**src/rtl/tdc_pkg.sv**
```systemverilog
// Shared definitions for the TDC readout: FSM states, parameter defaults
// and the bit layout of the result byte.
package tdc_pkg;

    localparam int TAPS_DEF     = 32;
    localparam int AVG_LOG2_DEF = 2;
    localparam int TIMEOUT_DEF  = 255;

    // Width of one encoded sample; holds 0..TAPS for up to 63 taps.
    localparam int CODE_W = 6;

    // Result byte layout: {overflow, timeout, avg_code[5:0]}
    localparam int RES_OVF_BIT  = 7;
    localparam int RES_TMO_BIT  = 6;
    localparam int RES_CODE_MSB = 5;
    localparam int RES_CODE_LSB = 0;

    typedef enum logic [2:0] {
        ST_IDLE,
        ST_WAIT,
        ST_CAPTURE,
        ST_ENCODE,
        ST_ACCUM,
        ST_RELEASE,
        ST_OUTPUT
    } state_t;

    function automatic logic [7:0] pack_result(input logic ovf,
                                               input logic tmo,
                                               input logic [CODE_W-1:0] code);
        logic [7:0] r;
        r = '0;
        r[RES_OVF_BIT] = ovf;
        r[RES_TMO_BIT] = tmo;
        r[RES_CODE_MSB:RES_CODE_LSB] = code;
        return r;
    endfunction

endpackage

```
**src/rtl/tdc_therm_encoder.sv**
```systemverilog
// Thermometer-to-binary encoder for the vernier line. A 3-input majority
// vote per tap removes single-tap bubbles, then the corrected taps are
// counted. The line is treated as set below tap 0 and clear above the top.
module tdc_therm_encoder
    import tdc_pkg::*;
#(
    parameter int TAPS = TAPS_DEF
) (
    input  logic [TAPS-1:0]   therm,
    output logic [CODE_W-1:0] code
);

    logic [TAPS+1:0] ext;
    logic [TAPS-1:0] fixed;

    assign ext = {1'b0, therm, 1'b1};

    // majority of (tap below, tap, tap above) for every tap
    always_comb begin
        fixed = '0;
        for (int i = 0; i < TAPS; i++) begin
            fixed[i] = (ext[i] & ext[i+1]) | (ext[i] & ext[i+2]) | (ext[i+1] & ext[i+2]);
        end
    end

    // population count of the corrected taps
    always_comb begin
        code = '0;
        for (int i = 0; i < TAPS; i++) begin
            code = code + CODE_W'(fixed[i]);
        end
    end

endmodule

```
**src/rtl/tdc_readout.sv**
```systemverilog
// TDC readout controller: arms the vernier line, waits for the stop flag,
// captures and encodes the thermometer code, and averages 2**AVG_LOG2
// samples into one result byte handed out with a valid/ready handshake.
//
//   state    | meaning
//   ---------+-----------------------------------------------------------
//   IDLE     | line cleared, waiting for start_i
//   WAIT     | line armed, waiting for stop edge or timeout count-down
//   CAPTURE  | register therm_i
//   ENCODE   | bubble-correct and count taps, flag overflow
//   ACCUM    | add sample to sum, decide next sample or output
//   RELEASE  | line disarmed, >=2 cycles and until synced stop is low
//   OUTPUT   | result_o held valid until accepted
module tdc_readout
    import tdc_pkg::*;
#(
    parameter int TAPS     = TAPS_DEF,
    parameter int AVG_LOG2 = AVG_LOG2_DEF,
    parameter int TIMEOUT  = TIMEOUT_DEF
) (
    input  logic            clk,
    input  logic            rst_n,
    input  logic            start_i,
    input  logic            meas_done_i,
    input  logic [TAPS-1:0] therm_i,
    output logic            arm_o,
    output logic [7:0]      result_o,
    output logic            result_valid_o,
    input  logic            result_ready_i,
    output logic            busy_o
);

    localparam int SUM_W = CODE_W + AVG_LOG2;
    localparam int TMO_W = $clog2(TIMEOUT + 1);
    localparam logic [TMO_W-1:0]  TMO_LOAD   = TMO_W'(TIMEOUT);
    localparam logic [AVG_LOG2:0] SAMPLES_M1 = (AVG_LOG2 + 1)'((1 << AVG_LOG2) - 1);

    state_t              state;
    logic                sync1, sync2, sync_d;
    logic                done_s, cap_evt;
    logic [TAPS-1:0]     therm_q;
    logic [CODE_W-1:0]   enc_code, code_q, avg;
    logic [SUM_W-1:0]    sum, sum_nxt;
    logic [AVG_LOG2:0]   samp_left;
    logic [TMO_W-1:0]    wait_cnt;
    logic                rel_cnt;
    logic                ovf, tmo;

    tdc_therm_encoder #(.TAPS(TAPS)) u_enc (
        .therm (therm_q),
        .code  (enc_code)
    );

    assign done_s  = sync2;
    assign cap_evt = sync2 & ~sync_d;
    assign sum_nxt = sum + SUM_W'(code_q);
    assign avg     = CODE_W'(sum_nxt >> AVG_LOG2);

    // two-flop synchronizer for the stop flag plus a delayed copy for edge detect
    always_ff @(posedge clk) begin
        if (!rst_n) begin
            sync1  <= 1'b0;
            sync2  <= 1'b0;
            sync_d <= 1'b0;
        end else begin
            sync1  <= meas_done_i;
            sync2  <= sync1;
            sync_d <= sync2;
        end
    end

    // measurement sequencer; outputs are set on the transitions into each state
    always_ff @(posedge clk) begin
        if (!rst_n) begin
            state          <= ST_IDLE;
            arm_o          <= 1'b0;
            busy_o         <= 1'b0;
            result_o       <= '0;
            result_valid_o <= 1'b0;
            sum            <= '0;
            samp_left      <= SAMPLES_M1;
            wait_cnt       <= TMO_LOAD;
            rel_cnt        <= 1'b0;
            ovf            <= 1'b0;
            tmo            <= 1'b0;
            therm_q        <= '0;
            code_q         <= '0;
        end else begin
            case (state)
                ST_IDLE: begin
                    if (start_i && !result_valid_o) begin
                        state    <= ST_WAIT;
                        arm_o    <= 1'b1;
                        busy_o   <= 1'b1;
                        wait_cnt <= TMO_LOAD;
                    end
                end
                ST_WAIT: begin
                    // a stop edge takes priority over an expiring count
                    if (cap_evt) begin
                        state <= ST_CAPTURE;
                    end else if (wait_cnt == '0) begin
                        state  <= ST_ACCUM;
                        code_q <= '0;
                        tmo    <= 1'b1;
                    end else begin
                        wait_cnt <= wait_cnt - 1'b1;
                    end
                end
                ST_CAPTURE: begin
                    therm_q <= therm_i;
                    state   <= ST_ENCODE;
                end
                ST_ENCODE: begin
                    code_q <= enc_code;
                    if (enc_code == CODE_W'(TAPS)) begin
                        ovf <= 1'b1;
                    end
                    state <= ST_ACCUM;
                end
                ST_ACCUM: begin
                    sum   <= sum_nxt;
                    arm_o <= 1'b0;
                    if (samp_left == '0) begin
                        state          <= ST_OUTPUT;
                        result_o       <= pack_result(ovf, tmo, avg);
                        result_valid_o <= 1'b1;
                    end else begin
                        samp_left <= samp_left - 1'b1;
                        rel_cnt   <= 1'b1;
                        state     <= ST_RELEASE;
                    end
                end
                ST_RELEASE: begin
                    if (rel_cnt) begin
                        rel_cnt <= 1'b0;
                    end else if (!done_s) begin
                        state    <= ST_WAIT;
                        arm_o    <= 1'b1;
                        wait_cnt <= TMO_LOAD;
                    end
                end
                ST_OUTPUT: begin
                    if (result_ready_i) begin
                        state          <= ST_IDLE;
                        result_valid_o <= 1'b0;
                        busy_o         <= 1'b0;
                        sum            <= '0;
                        samp_left      <= SAMPLES_M1;
                        ovf            <= 1'b0;
                        tmo            <= 1'b0;
                    end
                end
                default: begin
                    state          <= ST_IDLE;
                    arm_o          <= 1'b0;
                    busy_o         <= 1'b0;
                    result_valid_o <= 1'b0;
                end
            endcase
        end
    end

endmodule

```
**config.mk**
```make
export PLATFORM = sky130hd
export DESIGN_NAME = tdc_readout
export DESIGN_NICKNAME = d
export VERILOG_FILES = /design/src/rtl/tdc_pkg.sv /design/src/rtl/tdc_therm_encoder.sv /design/src/rtl/tdc_readout.sv
export SDC_FILE = /design/constraint.sdc
export NUM_CORES = 1
export LEC_CHECK = 0
export CAP_MARGIN = 15
export CORE_ASPECT_RATIO = 0.5
export CORE_MARGIN = 2
export CORE_UTILIZATION = 45
export CTS_CLUSTER_SIZE = 24
export DETAILED_ROUTE_END_ITERATION = 10
export PLACE_DENSITY = 0.66
export SYNTH_ARGS = -nofsm -noshare
export SYNTH_HDL_FRONTEND = slang
export SYNTH_SLANG_ARGS = --single-unit
```
**constraint.sdc**
```tcl
create_clock -name clk -period 7.7 [get_ports clk]
set_input_delay 1.155 -clock clk [delete_from_list [all_inputs] [get_ports clk]]
set_output_delay 1.155 -clock clk [all_outputs]
set_load 0.02 [all_outputs]
```
After elaboration in Yosys (flattened, before gate mapping)
Cells that the tools add are included.
{"block": "totals", "reg_bits": 77, "out_inout_bits": 11, "mem_count": 0, "latchBits": 0, "wordCells": 259, "rom_bits": 0, "inputBits": 37, "ramBits": 0}
{"block": "classes", "multipliers": 0, "eq_ne": 18, "bitwise_logic": 128, "magnitude_cmp": 0, "addsub": 34, "mux": 37, "n_div": 0, "reduce_logical": 26, "shift": 0}
{"cell": "$add A6 B1 Y6", "n": 30}
{"cell": "$and A1 B1 Y1", "n": 62}
{"cell": "$or A1 B1 Y1", "n": 62}
{"cell": "$mux W8", "n": 6}
{"cell": "$mux W3", "n": 8}
{"cell": "$pmux W8 S3", "n": 1}
{"cell": "$pmux W3 S7", "n": 1}
{"cell": "$ne A2 B2 Y1 const B", "n": 10}
{"cell": "$pmux W8 S2", "n": 1}
{"cell": "$reduce_and A3 Y1", "n": 5}
{"cell": "$mux W6", "n": 2}
{"cell": "$pmux W6 S2", "n": 1}
{"cell": "$reduce_bool A2 Y1", "n": 5}
{"cell": "$reduce_or A5 Y1", "n": 2}
{"cell": "$eq A3 B3 Y1 const B", "n": 3}
{"cell": "$mux W1", "n": 9}
{"cell": "$pmux W1 S3", "n": 3}
{"cell": "$add A8 B6 Y8", "n": 1}
{"cell": "$logic_not A8 Y1", "n": 1}
{"cell": "$reduce_and A4 Y1", "n": 2}
{"cell": "$sub A8 B1 Y8 const B", "n": 1}
{"cell": "$eq A3 B2 Y1 const B", "n": 2}
{"cell": "$eq A6 B6 Y1 const B", "n": 1}
{"cell": "$logic_not A3 Y1", "n": 2}
{"cell": "other kinds (15)", "n": 22}

Logic depth before layout (Yosys ltp)
{"block": "depth", "word_depth": 37, "mapped_depth": 18, "depth_no_buf": 18}

Modules after synthesis
Synthesis repeated with hierarchy kept, for this count alone.
{"block": "unflattened", "hier_cells": 515, "hier_area_um2": 4471.8}
{"module": "tdc_readout", "n_inst": 1, "cells_each": 408, "area_per_inst_um2": 3403.3, "seq_area_each_um2": 1541.5}
{"module": "tdc_therm_encoder", "n_inst": 1, "cells_each": 107, "area_per_inst_um2": 1068.5, "seq_area_each_um2": 0.0}

Worst setup path before layout
OpenSTA, ideal clock, no wires.
{"block": "synth_timing", "path_type": "register -> register", "startpoint": "register therm_q[2]", "endpoint": "register ovf", "period_less_slack_ps": 5812, "path_buffers": 0, "t_required_ps": 7613, "slack_ps": 1888, "arrival_time_ps": 5725, "setup_ps": 87, "path_stages_with_launch": 17, "path_cell_list": "dfxtp_1 -> maj3_1 -> ha_1 -> inv_1 -> fa_1 -> inv_1 -> fa_1 -> fa_1 -> fa_1 -> inv_1 -> fa_1 -> fa_1 -> fa_1 -> inv_1 -> fa_1 -> or4bb_1 -> o31ai_1"}
{"block": "synth_via", "elab_chain_len": 37, "elab_cells_between_ends": 44, "classes_between": "31 x add/sub; 2 x eq/ne; 10 x bitwise; 1 x reduce/logical"}
{"item": "start: declaration", "line_no": "tdc_readout.sv:41", "text": "logic [TAPS-1:0] therm_q;"}
{"item": "start signal: assignment", "line_no": "tdc_readout.sv:111", "text": "therm_q <= therm_i;"}
{"item": "$and A1 B1 Y1", "line_no": "tdc_therm_encoder.sv:22", "text": "fixed[i] = (ext[i] & ext[i+1]) | (ext[i] & ext[i+2]) | (ext[i+1] & ext[i+2]);"}
{"item": "$or A1 B1 Y1 (2 in a row)", "line_no": "tdc_therm_encoder.sv:22"}
{"item": "$add A1 B1 Y2", "line_no": "tdc_therm_encoder.sv:30", "text": "code = code + CODE_W'(fixed[i]);"}
{"item": "$add A6 B1 Y6", "line_no": "tdc_therm_encoder.sv:30"}
{"item": "$add A6 B1 Y6 * (29 in a row)", "line_no": "tdc_therm_encoder.sv:30"}
{"item": "$eq A6 B6 Y1 *", "line_no": "tdc_readout.sv:116", "text": "if (enc_code == CODE_W'(TAPS)) begin"}
{"item": "$ne A2 B2 Y1 (no source line) *"}
{"item": "$reduce_and A3 Y1 (no source line) *"}
{"item": "end signal: assignment", "line_no": "tdc_readout.sv:84", "text": "ovf <= 1'b0;"}
{"item": "end signal: assignment", "line_no": "tdc_readout.sv:117", "text": "ovf <= 1'b1;"}
{"item": "end signal: assignment", "line_no": "tdc_readout.sv:150", "text": "ovf <= 1'b0;"}
{"item": "end: declaration", "line_no": "tdc_readout.sv:47", "text": "logic ovf, tmo;"}
Mark *: on every way between the ends. The rest lies on a longest branch, timed or not.
A chain may end at the register's enable or synchronous reset.

Final worst setup path
Same ends and word-level chain as after synthesis.

==> impl_metrics.toml <==
[routing]
firstDrtPassIters = 4
first_iter_violations = 221
ant_nets = 0
vias = 3560
detail_route.wl_per_cell_um = 12.8
drt_drc_violations_left = 0
drt_wl_total_um = 8900
routed_via_density = 5.11

[critical_path]
critical_path.cell_chain = "maj3_1, ha_1, inv_1, fa_1, inv_1, fa_1, fa_1, fa_1, inv_1, fa_1, fa_1, fa_1, inv_1, fa_1, or4bb_1, o31ai_1"
crit_slowest_cell = "fa_1"
cp_num_buf_inv = 4
worstRegToRegCells = 16
required_ns = 7.95
cp_common_cell = "fa_1"
crit_end = "ovf"
r2r-start = "therm_q[2]"
arrival_ns = 6.27
r2r-end = "ovf"
critPathMaxFanout = 5
startpoint_type = "flop"
crit_start = "therm_q[2]"
critPathTopFamily = "adder cells"
cp-end-kind = "flop"
cp_slowest_stage_delay_ns = 0.54
worstSetupPathType = "flop to flop"
crit_cells = 16
r2r_slack_ns = 1.67

[timing]
setup_viol = 0
hold_violations = 0
fin_crit_ns = 6.03
min_period_over_period = 0.783
timing.slew.headroom = 0.446
hold_ws_ns = 0.431
setup_tns_ns = 0
slew_viol_final = 0
tightest_slew_ns = 0.828
rsz0062_at_grt = "false"
max_freq_mhz = 166
fin_skew_ns = 0.00661

[run]
drv_cap = 0

[die]
dieArea_mm2 = 0.0108
die_w_um = 145
rows = 25
coreArea_mm2 = 0.00957
pin_count = 48
start_util = 0.468
die_h_um = 74.6

[clock_tree]
cts.sinks = 77
ctsHoldBuffers = 0
cts_tree = "yes"
clk_pin_slew_worst_paths_ns = 0.06
cts_max_path_buffers = 2
numCtsBuffers = 9
clock-root-buffer = "clkbuf_16"
clk_latency_ns = 0.34
cts_resized = 0
cts_setup_buffers = 0
htreeDepth = 3

[logic_synthesis]
synth_edf_count = 0
syn-num-nets = 598
netlist_area_mm2 = 0.00448
synth-compound-area-share = 0.203
muxShareOfSynthArea = 0.00698
yosys_warnings = 0
avgSynthCellArea_um2 = 8.65
synthTopCellsByArea = "dfxtp_1, fa_1, nand2_1"
yosysMostFrequentCell = "nand2_1"
yosys.area_share.simple = 0.180
async_reset_ff_frac = 0
seq_area_frac_synth = 0.344
yosys.area_share.adder = 0.193
ys_seq_elements = 77
synth_top_family_by_area = "compound AO/OA/AOI/OAI gates"
ys_types = 63
yosysTopAreaCellShare = 0.344
synth_commonest_cells = "nand2_1, dfxtp_1, a21oi_1"
synth_xor_area_frac = 0.0215
synth_flop_cell = "dfxtp_1"
syn_inst = 518
yosys.area.top_type = "dfxtp_1"

[finish]
drive_gt1_frac = 0.0534
fillCellCount = 888
post-route-util = 0.564
final_nets = 637
syn_to_final_growth_pct = 20.5
antennaDiodeCount = 0
fin_cells = 697

[placed_design]
place.gp.congestion = 0.794
hpwlAfterDp_um = 6410
dpl.cell_count = 680
portBuffers = 47

[power]
ir_drop_mv = 0.0974
p_leak_nw = 2.29
p_per_area_mw_per_mm2 = 173

[status]
status = "finished, final reports clean"

[global_routing]
grt_first_pass_wirelength_um = 15400
overflow = 0
grt_pass1_vias = 3265
antenna_found_initial = 0
grt_max_degree = 44
grt.total_usage = 0.179

[hold_path]
min_path_type = "flop to flop"
whs_path_depth = 1
## power breakdown
part | total, mW | leakage, nW | switching, mW | internal, mW
logic | 0.0559 | 1.51 | 0.0257 | 0.0302
registers | 0.412 | 0.623 | 0.00749 | 0.404
clock network | 0.465 | 0.154 | 0.164 | 0.301
## routing by layer
metal  global-route usage  vias to the layer above  share of wire
li1                     -                     1863              -
met1                0.238                     1639           0.52
met2                0.284                       48           0.43
met3               0.0583                       10          0.041
met4               0.0523                        0         0.0097
met5                    0                        -              0
## kinds of logic after synthesis
| group | after synthesis |
|---|---|
| AOI/OAI and AO/OA | 145 |
| xor gates and xnor gates | 11 |
| adders and majority gates | 57 |
| buffers and inverters | 58 |
| DFF | 77 |
| muxes | 3 |
| and+or+nand+nor | 167 |
## flip-flops by register name, indices dropped and copies added (netlist names), 3 cells and up
signal,flops
code_q,6
result_o,8
samp_left,3
state,3
sum,8
therm_q,32
wait_cnt,8
## cells in the final DEF, fill, tap and decap left out, drive strengths merged, types with 4 or more instances in the layout
cell / Yosys / routed
dfxtp: 77 / 77
maj3: 14 / 14
and2: 6 / 6
o21ai: 29 / 29
clkdlybuf4s50: 0 / 47
nand2b: 9 / 9
xnor2: 8 / 8
a31oi: 8 / 8
fa: 25 / 25
nor2: 22 / 22
a21o: 22 / 22
nor2b: 6 / 6
o2bb2ai: 4 / 4
clkbuf: 18 / 11
nand2: 91 / 91
a22oi: 4 / 4
buf: 5 / 4
nor3: 5 / 5
ha: 18 / 18
nand3: 7 / 7
inv: 34 / 34
a21oi: 52 / 52
## how the worst min path moves through the flow
stage | startpoint | end | slack [ns]
2_1_floorplan | sync1 | done_s | 0.41
3_3_place_gp | sync1 | done_s | 0.42
3_5_place_dp | sync1 | done_s | 0.42
4_1_cts | sync1 | done_s | 0.43
5_1_grt | sync1 | done_s | 0.47
6_report | sync1 | done_s | 0.43
## area by class of cell
| cell class | count | area [um2] | share of cell area |
|---|---|---|---|
| Multi-Input combinational cell | 383 | 2710 | 0.502 |
| Sequential cell | 77 | 1540 | 0.286 |
| Clock buffer | 11 | 253 | 0.0468 |
| Clock inverter | 5 | 82.6 | 0.0153 |
| Timing Repair Buffer | 51 | 508 | 0.0941 |
| Inverter | 35 | 131 | 0.0243 |
| Tap cell | 135 | 169 | 0.0313 |
## metrics by stage
| stage | setup WS (ns) | cell area, um2 | total power [mW] |
|---|---|---|---|
| 5_1_grt | 1.38 | 5400 | 0.969 |
| 4_1_cts | 1.63 | 5380 | 0.945 |
| 3_3_place_gp | 1.73 | 5050 | 0.476 |
| 6_report | 1.67 | 5400 | 0.932 |
| 3_5_place_dp | 1.67 | 5050 | 0.476 |
| 2_1_floorplan | 1.89 | 4480 | 0.449 |
Power figures use the tool's default switching activity.
